### src/rtl/tdm_demux_1_8.sv
// 1:8 TDM lane demultiplexer: aligns on in_sync, reassembles frames, pulses out_valid.
// Optional frame counter output enabled by defining TDM_DEMUX_FRAME_CNT_EN.
module tdm_demux_1_8 #(
    parameter int LANES  = 8,
    parameter int DATA_W = 1,
    localparam int SEL_W = $clog2(LANES)
) (
    input  logic                    clk,
    input  logic                    rst,
    input  logic                    in_valid,
    input  logic [DATA_W-1:0]       in_data,
    input  logic                    in_sync,
    output logic [SEL_W-1:0]        sel,
    output logic [LANES*DATA_W-1:0] out_data,
    output logic                    out_valid,
`ifdef TDM_DEMUX_FRAME_CNT_EN
    output logic [15:0]             frame_cnt,
`endif
    output logic                    frame_err
);

    localparam int BUF_W = (LANES-1)*DATA_W;
    localparam logic [SEL_W-1:0] LAST = SEL_W'(LANES-1);

    typedef enum logic {
        IDLE,
        RUN
    } state_t;

    state_t                    state_q, state_d;
    logic [SEL_W-1:0]          sel_q, sel_d;
    logic [BUF_W-1:0]          buf_q, buf_d;
    logic [LANES*DATA_W-1:0]   out_data_q, out_data_d;
    logic                      out_valid_q, out_valid_d;
    logic                      frame_err_q, frame_err_d;

    logic at_zero, at_last;
    logic sync_ok, sync_early, lost, fill_last, fill_mid;

    assign at_zero    = (sel_q == '0);
    assign at_last    = (sel_q == LAST);
    assign sync_ok    = in_sync && at_zero;
    assign sync_early = in_sync && !at_zero;
    assign lost       = !in_sync && at_zero;
    assign fill_last  = !in_sync && at_last;
    assign fill_mid   = !in_sync && !at_zero && !at_last;

    always_ff @(posedge clk) begin
        if (rst) begin
            state_q     <= IDLE;
            sel_q       <= '0;
            buf_q       <= '0;
            out_data_q  <= '0;
            out_valid_q <= 1'b0;
            frame_err_q <= 1'b0;
        end else begin
            state_q     <= state_d;
            sel_q       <= sel_d;
            buf_q       <= buf_d;
            out_data_q  <= out_data_d;
            out_valid_q <= out_valid_d;
            frame_err_q <= frame_err_d;
        end
    end

    always_comb begin
        state_d     = state_q;
        sel_d       = sel_q;
        buf_d       = buf_q;
        out_data_d  = out_data_q;
        out_valid_d = 1'b0;
        frame_err_d = 1'b0;
        if (in_valid) begin
            unique case (state_q)
                IDLE: begin
                    // Unaligned: wait for a sync beat, drop everything else quietly
                    if (in_sync) begin
                        buf_d[0 +: DATA_W] = in_data;
                        sel_d              = SEL_W'(1);
                        state_d            = RUN;
                    end
                end
                RUN: begin
                    unique case (1'b1)
                        sync_ok: begin
                            buf_d[0 +: DATA_W] = in_data;
                            sel_d              = SEL_W'(1);
                        end
                        sync_early: begin
                            buf_d[0 +: DATA_W] = in_data;
                            sel_d              = SEL_W'(1);
                            frame_err_d        = 1'b1;
                        end
                        lost: begin
                            frame_err_d = 1'b1;
                            state_d     = IDLE;
                        end
                        fill_last: begin
                            out_data_d  = {in_data, buf_q};
                            out_valid_d = 1'b1;
                            sel_d       = '0;
                        end
                        fill_mid: begin
                            for (int k = 1; k < LANES-1; k++) begin
                                if (sel_q == SEL_W'(k))
                                    buf_d[k*DATA_W +: DATA_W] = in_data;
                            end
                            sel_d = sel_q + SEL_W'(1);
                        end
                        default: ;
                    endcase
                end
                default: state_d = IDLE;
            endcase
        end
    end

`ifdef TDM_DEMUX_FRAME_CNT_EN
    logic [15:0] cnt_q;

    always_ff @(posedge clk) begin
        if (rst)
            cnt_q <= '0;
        else if (out_valid_d)
            cnt_q <= cnt_q + 16'd1;
    end

    assign frame_cnt = cnt_q;
`endif

    assign sel       = sel_q;
    assign out_data  = out_data_q;
    assign out_valid = out_valid_q;
    assign frame_err = frame_err_q;

endmodule

### config.mk
export PLATFORM = sky130hd
export DESIGN_NAME = tdm_demux_1_8
export DESIGN_NICKNAME = d
export VERILOG_FILES = /design/src/rtl/tdm_demux_1_8.sv
export SDC_FILE = /design/constraint.sdc
export NUM_CORES = 1
export LEC_CHECK = 0
export CAP_MARGIN = 20
export CORE_UTILIZATION = 45
export DETAILED_ROUTE_END_ITERATION = 10
export PLACE_DENSITY = 0.79
export SYNTH_ARGS = -nofsm -noshare
export SYNTH_HDL_FRONTEND = slang
export SYNTH_SLANG_ARGS = --single-unit
export TNS_END_PERCENT = 5
### constraint.sdc
create_clock -name clk -period 1.7 [get_ports clk]
set_clock_uncertainty 0.05 [all_clocks]
set_input_delay 0.34 -clock clk [delete_from_list [all_inputs] [get_ports clk]]
set_output_delay 0.34 -clock clk [all_outputs]
set_load 0.1 [all_outputs]
Word-level counts from Yosys, hierarchy flattened:

Cells that the tools add are included.

* register bits after elaboration: 21
* bits in latches: 0
* memory bits (writable): 0
* memory bits (read-only): 0
* input bits: 5
* output and inout bits: 13
* word-level logic and storage cells: 58
* memories kept: 0

* $add $sub $neg: 1
* $mul: 0
* div/mod/pow operators: 0
* order comparisons: 0
* equal/unequal tests: 10
* shift operators: 0
* muxes and demuxes: 11
* bitwise logic cells: 2
* reduce and logical (&&, ||, !) cells: 22

Operators by type and width (number)
* AND reduction 4 bit: 6
* == test 3 bit, second input constant: 4
* one-hot mux 3 bit (3 select lines): 1
* AND reduction 3 bit: 3
* == test 3 x 2 -> 1 bit, second input constant: 2
* logical AND 1 bit: 6
* 2-to-1 mux 1 bit: 6
* one-hot mux 3 bit (2 select lines): 1
* != test 2 bit, second input constant: 2
* != test 4 x 2 -> 1 bit, second input constant: 1
* one-hot mux 1 bit (2 select lines): 2
* OR reduction 2 bit: 2
* adder 3 x 1 -> 3 bit, second input constant: 1
* == test 3 x 1 -> 1 bit, second input constant: 1
* zero test 1 bit: 3
* zero test 3 bit: 1
* 2-to-1 mux 3 bit: 1
* OR reduction 3 bit: 1
* inverter 1 bit: 2

Longest topological paths before layout:

Gate-level depths: netlist of run 1.

* depth after elaboration: 6
* mapped depth: 7
* depth with buffers taken out: 7

Worst setup path before layout of run 1:

Ideal clock, no wire load.

* path kind: register to register
* start point: reg sel_q[0] (netlist: sel[0])
* end point: reg sel_q[2] (netlist: sel[2])
* setup time: 70 ps
* arrival time: 2404 ps
* required time: 1580 ps
* setup slack: -824 ps
* cell stages (with the launch flop): 8
* path buffers: 0
* clock period less this slack: 2524 ps
* cell sequence: dfxtp_1 > inv_1 > ha_1 > nand2_1 > ha_1 > and3b_1 > or4b_1 > a21oi_1

* longest elaborated chain between the ends: 6
* elaborated cells on any way between the ends: 15
* those cells by class: add/sub (1); eq/ne (2); mux (2); reduce/logical (10)

RTL lines
* start: declaration: RTL line 31 `logic [SEL_W-1:0] sel_q, sel_d;`
* start signal: assignment: RTL line 58 `sel_q <= sel_d;`
* parallel branches: the longest is 6 deep, another holds adder 3 x 1 -> 3 bit

Parallel ways; which one is timed is not known.
A chain may end at the register's enable or synchronous reset.

Final worst setup path of run 1:

Ends and elaborated chain as after synthesis.

==> results of run 1 <==
worst min-delay path, delay by kind of cell (launching register included):
kind,cells,cell delay (ns)
and+or+nand+nor,1,0.05
DFF,1,0.33
AOI/OAI and AO/OA,1,0.05
where the power goes:
group	leakage, µW	switching, µW	internal (µW)
sequential	0.000172	7.89	493
combinational	0.000395	60.0	55.2
clock	0.0000150	141	91.1
kinds of logic (layout without fill, tap and decap cells):
| group | Yosys count | after routing | share of synthesized area, % |
|---|---|---|---|
| AO/OA/AOI/OAI | 18 | 18 | 9.75 |
| buffers and inverters | 11 | 38 | 5.19 |
| flip-flops | 21 | 21 | 42.5 |
| multiplexers | 6 | 6 | 6.08 |
| adder cells (fa/ha/maj) | 8 | 8 | 10.1 |
| AND/OR/NAND/NOR | 46 | 46 | 26.3 |
worst max path at each step:
stage          depth (start not counted)             endpoint  slack, ns
5_1_grt                                7  sel[2]$_SDFFE_PP0P_      -0.06
4_1_cts                                5  sel[2]$_SDFFE_PP0P_       0.02
2_1_floorplan                          5  sel[2]$_SDFFE_PP0P_      -0.10
6_report                               7  sel[2]$_SDFFE_PP0P_      -0.03
3_5_place_dp                           6  sel[2]$_SDFFE_PP0P_      -0.20
3_3_place_gp                           6  sel[2]$_SDFFE_PP0P_      -0.14
cell type report:
type                    instances  area, µm²
clock buffers                   4       26.3
fillers                       148        542
inverters                       5       23.8
multi-input cells              78        574
flip-flops and latches         21        432
well taps                      27       33.8
repair buffers                 29        390
routing by layer:
layer	global-route usage [%]	part of all wire [%]	vias up	wire length [µm]
li1	-	-	435	-
met1	24.3	45	404	1000
met2	32.4	50	29	1110
met3	3.12	4.6	2	103
met4	7.35	0.67	0	15
met5	0	0	-	0
cells in the mapped netlist:
cell	n	area share [%]
nor3_1	1	0.51
a21oi_1	13	6.6
o21ai_0	2	1.0
and3b_1	1	0.89
nor4_1	1	0.63
a21o_1	1	0.76
nand2b_1	7	4.4
inv_1	5	1.9
nor4b_1	1	0.89
buf_4	2	1.5
or4b_1	1	1.0
and4b_1	2	2.0
buf_2	2	1.0
nand4_1	1	0.63
dfxtp_1	21	43
nand2_1	20	7.6
a311oi_1	1	0.89
nor2b_1	1	0.63
and3_1	1	0.63
mux2i_1	6	6.1
nand4bb_1	1	1.1
nor3b_1	2	1.5
o21ai_1	1	0.51
ha_1	8	10
clkbuf_1	2	0.76
nand3_1	4	2.0
nand4b_1	2	1.8
sequential cells by signal, summed over array words and instances, names as in the netlist:
| register | cells |
|---|---|
| frame_err | 1 |
| out_data | 8 |
| sel | 3 |
| out_valid | 1 |
| buf_q | 7 |
| state_q | 1 |
placed cells by master (no fill, tap or decap), drive strengths merged:
master / count
nand4: 1
mux2i: 6
and3b: 1
a311oi: 1
nor4: 1
buf: 25
nor3: 1
clkbuf: 4
inv: 5
a21o: 1
and4b: 2
clkdlybuf4s50: 4
nand2: 20
nand4bb: 1
a21oi: 13
nand3: 4
nor4b: 1
and3: 1
o21ai: 3
nand4b: 2
ha: 8
nor2b: 1
nor3b: 2
nand2b: 7
dfxtp: 21
or4b: 1
timing repair:
item                                   CTS  global route
setup endpoints to repair                1             2
pin swaps                                0             0
endpoints found under the hold margin    0             0
hold buffers                             0             0
resized for setup                        1             2
buffers inserted                         3             1
cloned                                   0             0
through the flow:
stage	area, µm²	util [%]	setup TNS, ns
3_3_place_gp	1410	69.6	-0.546
3_5_place_dp	1410	69.6	-1.01
4_1_cts	1470	72.5	0
6_report	1480	73.2	-0.0338
5_1_grt	1480	73.2	-0.114
2_1_floorplan	1040	-	-0.106
==> reports/qor.yml, run 1 <==
outcome: "complete, but fails checks"
violations: "setup timing"
critPathSlowestCell: "or4b_4"
grt_max_degree: 12
start_kind: "register"
die_area_um2: 2390
synth_nets: 123
critPathMaxFanout: 4
timing.final.hold_violations: 0
cpMostUsedCell: "ha_4"
portBuffers: 17
worstMarginPinSlew_ns: 0.370
clockBufferDepth: 2
die_y_um: 48.9
fp.dieW_um: 48.9
dp_hpwl_um: 1570
start_util_pct: 48.9
vdd_drop_max_uv: 337
synth_area_um2: 988
vias: 870
ant_nets: 0
arrival_ns: 1.92
grt_antenna_before_repair: 0
p_per_area_nw_per_um2: 573
vias_per_cell: 5.30
slew_viol_final: 0
fmax_ghz: 0.577
overflow: 0
wl_um: 2230
synth_cell_types: 27
crit_path_end_kind: "register"
holdWs_ns: 0.408
min_period_ns: 1.73
seq_area_frac_synth_pct: 42.5
worstHoldPathCells: 2
max_cap_viol_count: 0
dpl_worst_slack_ns: -0.199
first_iter_violations: 25
grt_setup_unrepaired: "yes"
critical_path.max_stage_delay_ns: 0.47
cts.clk_slew.worst_paths_ns: 0.12
rr_worst_depth: 7
crit_required_ns: 1.88
instances_no_fill: 164
clk_latency_ns: 0.29
fp-row-count: 16
hold_start: "buf_q[2]$_SDFFE_PP0P_"
r2r_end: "sel[2]$_SDFFE_PP0P_"
grt_util_all_layers_pct: 19.2
gp_congestion: 0.850
root_buffer: "clkbuf_4"
r2r-start: "sel[0]$_SDFFE_PP0P_"
io_pins: 18
diodes: 0
grt_pass1_wl_um: 3580
core_area_um2: 2020
postSynthCellCount: 110
cts_buffers: 3
cp_top_family: "simple AND/OR/NAND/NOR gates"
hp-class: "reg -> reg"
setup_ws_ns: -0.0338
min_period_over_period_pct: 102
critPathBufInv: 1
htreeDepth: 1
power_leakage_uw: 0.000582
drc: 0
nets: 151
crit_chain: "inv_4, ha_4, nand2_4, ha_4, and3b_1, or4b_4, a21oi_2"
syn_area_per_cell_um2: 8.99
ys_ff_latch: 21
slew_headroom_pct: 75.1
clock_sinks: 21
timing_worst_setup_path_type: "reg -> reg"
ys_warn_count: 0
layout-drive-gt1-share_pct: 29.9
dp.cells: 156
cts_tree: "yes"
dr.pass1.iters: 4
reg2reg_slack_ns: -0.03
crit_path_start: "sel[0]$_SDFFE_PP0P_"
holdPathEnd: "out_data[2]$_SDFFE_PP0P_"
first_global_vias: 835
p_total_uw: 849
wl_per_cell_um: 13.6
finalSetupViolCount: 1
areaGrowthSynthToFinish_pct: 49.7
No activity file was read; power rests on OpenSTA's default activity.
==> inputs of run 2 (changes only) <==
CORE_ASPECT_RATIO = 1.5   (was not set)
==> run 2 against run 1 <==
  * The run still ends with setup timing left
  * Sequential power about the same
  * Clock-buffer cell count unchanged
  * Die area increased by 0.17%
  * Final area increased by 0.59%
  * Setup slack got worse by 0.020 ns
  * Final cell count decreased by 1.8%
  * Non-clock buffer count increased by 2
  * Sequential share of layout area decreased by 0.17 points
  * Global-route usage increased by 3.0 points
  * Critical path depth decreased by 2
  * Sequential cell count unchanged
  * Utilization decreased by 0.64 points
  * Largest cell class unchanged
  * Largest power group unchanged
  * Highest routed layer unchanged
==> reports/qor.yml, run 2 (synthesis gave the netlist of run 1 again) <==
root_buffer: "clkbuf_4"
min_period_over_period_pct: 103
vias: 894
crit_required_ns: 1.89
portBuffers: 17
dpl_worst_slack_ns: -0.224
r2r_end: "sel[2]$_SDFFE_PP0P_"
p_total_uw: 868
start_kind: "register"
hp-class: "reg -> reg"
grt_pass1_wl_um: 3640
timing_worst_setup_path_type: "reg -> reg"
clockBufferDepth: 2
holdPathEnd: "out_data[0]$_SDFFE_PP0P_"
first_iter_violations: 18
nets: 153
io_pins: 18
die_area_um2: 2390
dr.pass1.iters: 4
layout-drive-gt1-share_pct: 30.9
rr_worst_depth: 5
largest_register_ffs: 8
die_y_um: 59.4
post-route-util_pct: 72.6
grt_max_degree: 12
max_cap_viol_count: 0
fillers: 150
grt_setup_unrepaired: "yes"
min_period_ns: 1.75
fp-row-count: 20
core_area_um2: 2050
worst-path-stages: 5
wl_um: 2440
timing.final.hold_violations: 0
crit_path_end_kind: "register"
cts_buffers: 3
r2r-start: "sel[0]$_SDFFE_PP0P_"
start_util_pct: 48.2
finalSetupViolCount: 1
worstHoldPathCells: 2
power_leakage_uw: 0.000594
arrival_ns: 1.95
drc: 0
reg2reg_slack_ns: -0.05
grt_util_all_layers_pct: 22.2
gp_congestion: 0.910
violations: "setup timing"
critPathBufInv: 0
grt_antenna_before_repair: 0
critPathMaxFanout: 6
crit_chain: "ha_2, ha_4, and3b_1, or4b_4, a21oi_2"
fp.dieW_um: 40.3
overflow: 0
wl_per_cell_um: 15.1
slew_viol_final: 0
hold_start: "buf_q[0]$_SDFFE_PP0P_"
dp_hpwl_um: 1610
p_per_area_nw_per_um2: 583
critPathSlowestCell: "or4b_4"
outcome: "complete, but fails checks"
setup-tns-final_ns: -0.0541
vdd_drop_max_uv: 433
cts_tree: "yes"
final_cell_mix: "nand2_1, dfxtp_1, buf_4"
slew_headroom_pct: 71.1
cts_hold_buf: 0
setup_ws_ns: -0.0541
ant_nets: 0
diodes: 0
htreeDepth: 1
clock_sinks: 21
worstMarginPinSlew_ns: 0.430
first_global_vias: 825
vias_per_cell: 5.55
holdWs_ns: 0.418
fmax_ghz: 0.570
critical_path.max_stage_delay_ns: 0.49
clk_latency_ns: 0.31
areaGrowthSynthToFinish_pct: 50.6
cp_top_family: "simple AND/OR/NAND/NOR gates"
final_common_cell: "nand2_1"
cts.clk_slew.worst_paths_ns: 0.12
[run 2: changes by cell type in the layout (fill, tap and decap cells not counted)]
cell,before,now
buf_4,12,14
[run 2: worst max-delay path by stage]
| stage | endpoint | start | slack, ns |
|---|---|---|---|
| after floorplan | sel[2]$_SDFFE_PP0P_ | sel[1]$_SDFFE_PP0P_ | -0.10 |
| after global placement | sel[2]$_SDFFE_PP0P_ | in_sync | -0.14 |
| after detailed placement | sel[2]$_SDFFE_PP0P_ | in_sync | -0.22 |
| after CTS | sel[2]$_SDFFE_PP0P_ | sel[1]$_SDFFE_PP0P_ | 0.02 |
| after global routing | sel[2]$_SDFFE_PP0P_ | sel[0]$_SDFFE_PP0P_ | -0.08 |
| final | sel[2]$_SDFFE_PP0P_ | sel[0]$_SDFFE_PP0P_ | -0.05 |
[run 2: worst register-to-register path, stage by stage (launching register included)]
cell     delay [ns]
dfxtp_4        0.38
ha_2           0.21
ha_4           0.18
and3b_1        0.26
or4b_4         0.49
a21oi_2        0.12
[run 2: timing repair]
item	CTS	global route
setup endpoints to repair	2	2
resized for setup	1	2
pin swaps	0	1
buffers inserted	5	1
[run 2: final cells by class]
type	count	area (µm²)	area share, %
timing repair buffer	31	405	27.2
tap	22	27.5	1.85
multi-input combinational	78	574	38.6
sequential	21	432	29.0
inverter	5	23.8	1.60
clock buffer	4	26.3	1.76
[run 2: per-stage QoR]
step,cells,area (µm²)
after floorplan,110,1040
after global placement,151,1400
after detailed placement,151,1400
after CTS,160,1470
after global routing,161,1490
final,161,1490
[run 2: layer usage]
layer / GRT usage (%) / wire length, µm / vias to the layer above
li1: - / - / 435
met1: 25.5 / 997 / 428
met2: 37.1 / 1290 / 23
met3: 4.14 / 80 / 8
met4: 11.4 / 65 / 0
met5: 0 / 0 / -
[run 2: power by group]
part / leakage, µW / switching (µW) / total, µW / internal (µW)
Sequential: 0.000172 / 7.71 / 501 / 493
Clock: 0.0000150 / 156 / 248 / 91.6
Combinational: 0.000407 / 62.3 / 120 / 57.3
==> inputs of run 3 (changes only) <==
GPL_TIMING_DRIVEN = 0   (was not set)
==> run 3 against run 2 <==
  * The run still ends with setup timing left
  * Global-route usage down 2.8 points
  * Via count shrank 7.8%
  * Largest power group unchanged
  * Critical path depth stayed put
==> reports/qor.yml, run 3 (synthesis gave the netlist of run 1 again) <==
outcome: "complete, but fails checks"
violations: "setup timing"
dpl_worst_slack_ns: -0.241
cts_hold_buf: 0
slew_viol_final: 0
clockPowerShare_pct: 28.5
root_buffer: "clkbuf_4"
clk_latency_ns: 0.30
grt_max_degree: 12
core_area_um2: 2050
critical_path.max_stage_delay_ns: 0.44
diodes: 0
htreeDepth: 1
holdWs_ns: 0.226
max_cap_viol_count: 0
crit_chain: "ha_2, ha_2, and3b_2, or4b_1, a21oi_1"
power_leakage_uw: 0.000483
cts_buffers: 3
worstMarginPinSlew_ns: 0.545
layout-drive-gt1-share_pct: 24.6
ant_nets: 0
die_area_um2: 2390
p_total_uw: 831
post_cts_resized: 38
timing.final.hold_violations: 0
wl_um: 1940
final_cell_mix: "nand2_1, dfxtp_1, a21oi_1"
placed_area_um2: 1230
critPathSlowestCell: "or4b_1"
hp-class: "in -> reg"
grt_pass1_wl_um: 3170
die_y_um: 59.4
cp_top_family: "simple AND/OR/NAND/NOR gates"
wl_per_cell_um: 12.8
nets: 144
start_kind: "register"
grt_antenna_before_repair: 0
critPathBufInv: 0
grt_setup_unrepaired: "yes"
min_period_ns: 1.72
largest_register_ffs: 8
drc: 0
finalSetupViolCount: 1
timing_worst_setup_path_type: "reg -> reg"
gp_congestion: 0.862
vias: 824
power_frac_comb_pct: 11.7
slew_headroom_pct: 63.9
crit_required_ns: 1.88
fmax_ghz: 0.582
dp_hpwl_um: 1500
p_per_area_nw_per_um2: 654
setup_ws_ns: -0.0183
grt_util_all_layers_pct: 19.5
portBuffers: 16
io_pins: 18
start_util_pct: 48.2
areaGrowthSynthToFinish_pct: 28.5
vias_per_cell: 5.42
fp.dieW_um: 40.3
vdd_drop_max_uv: 484
min_period_over_period_pct: 101
final_common_cell: "nand2_1"
first_iter_violations: 11
critPathMaxFanout: 6
cts.clk_slew.worst_paths_ns: 0.11
crit_path_end_kind: "register"
clockBufferDepth: 2
first_global_vias: 787
arrival_ns: 1.90
cts_tree: "yes"
clock_sinks: 21
switchingPower_uw: 208
switching_share_pct: 25.1
fp-row-count: 20
dr.pass1.iters: 4
overflow: 0
cpMostUsedCell: "ha_2"
p_int_uw: 622
seqPwrFrac_pct: 59.9
cts_post_setup_buffers_inserted: 0
final_area_um2: 1270
run 3: stage by stage:
step                util [%]  TNS, ns  std cells
floorplan                  -   -0.106        110
global placement        60.1    -3.64        148
detailed placement      60.1    -4.21        148
CTS                     62.1   -0.229        152
global route            61.9   -0.167        152
finish                  61.9  -0.0183        152
run 3: power by group through the flow:
| stage | Combinational, µW | Clock (µW) | Sequential (µW) |
|---|---|---|---|
| 4_1_cts | 97.3 | 240 | 498 |
| 3_5_place_dp | 97.6 | 0 | 509 |
| 5_1_grt | 107 | 260 | 498 |
| 3_3_place_gp | 93.2 | 0 | 509 |
| 2_1_floorplan | 54.1 | 0 | 524 |
| 6_report | 97.0 | 236 | 497 |
run 3: final timing paths:
kind              depth (start not counted)                        to                      from  slack, ns
hold / removal                            2      out_valid$_SDFF_PP0_                   in_sync       0.23
setup / recovery                          5       sel[2]$_SDFFE_PP0P_       sel[0]$_SDFFE_PP0P_      -0.02
setup reg to reg                          5       sel[2]$_SDFFE_PP0P_       sel[0]$_SDFFE_PP0P_      -0.02
hold reg to reg                           2  out_data[3]$_SDFFE_PP0P_  out_data[3]$_SDFFE_PP0P_       0.41
run 3: area by class of cell:
| cell class | instances | area, µm² |
|---|---|---|
| fillers | 184 | 782 |
| multi-input cells | 78 | 558 |
| repair buffers | 16 | 170 |
| flip-flops and latches | 21 | 432 |
| well taps | 22 | 27.5 |
| inverters | 5 | 23.8 |
| clock buffers | 4 | 26.3 |
| plain buffers | 6 | 32.5 |
run 3: worst reg2reg max path: cells and delay by family, from the launching register on:
family	cells	cell delay, ns
simple gates	2	0.69
compound gates	1	0.13
fa+ha+maj	2	0.39
flops	1	0.38
run 3: layer usage:
| metal | routed length (µm) | vias up | GRT usage, % |
|---|---|---|---|
| li1 | - | 416 | - |
| met1 | 820 | 383 | 19.2 |
| met2 | 999 | 18 | 34.3 |
| met3 | 62 | 7 | 3.38 |
| met4 | 61 | 0 | 12.9 |
| met5 | 0 | - | 0 |
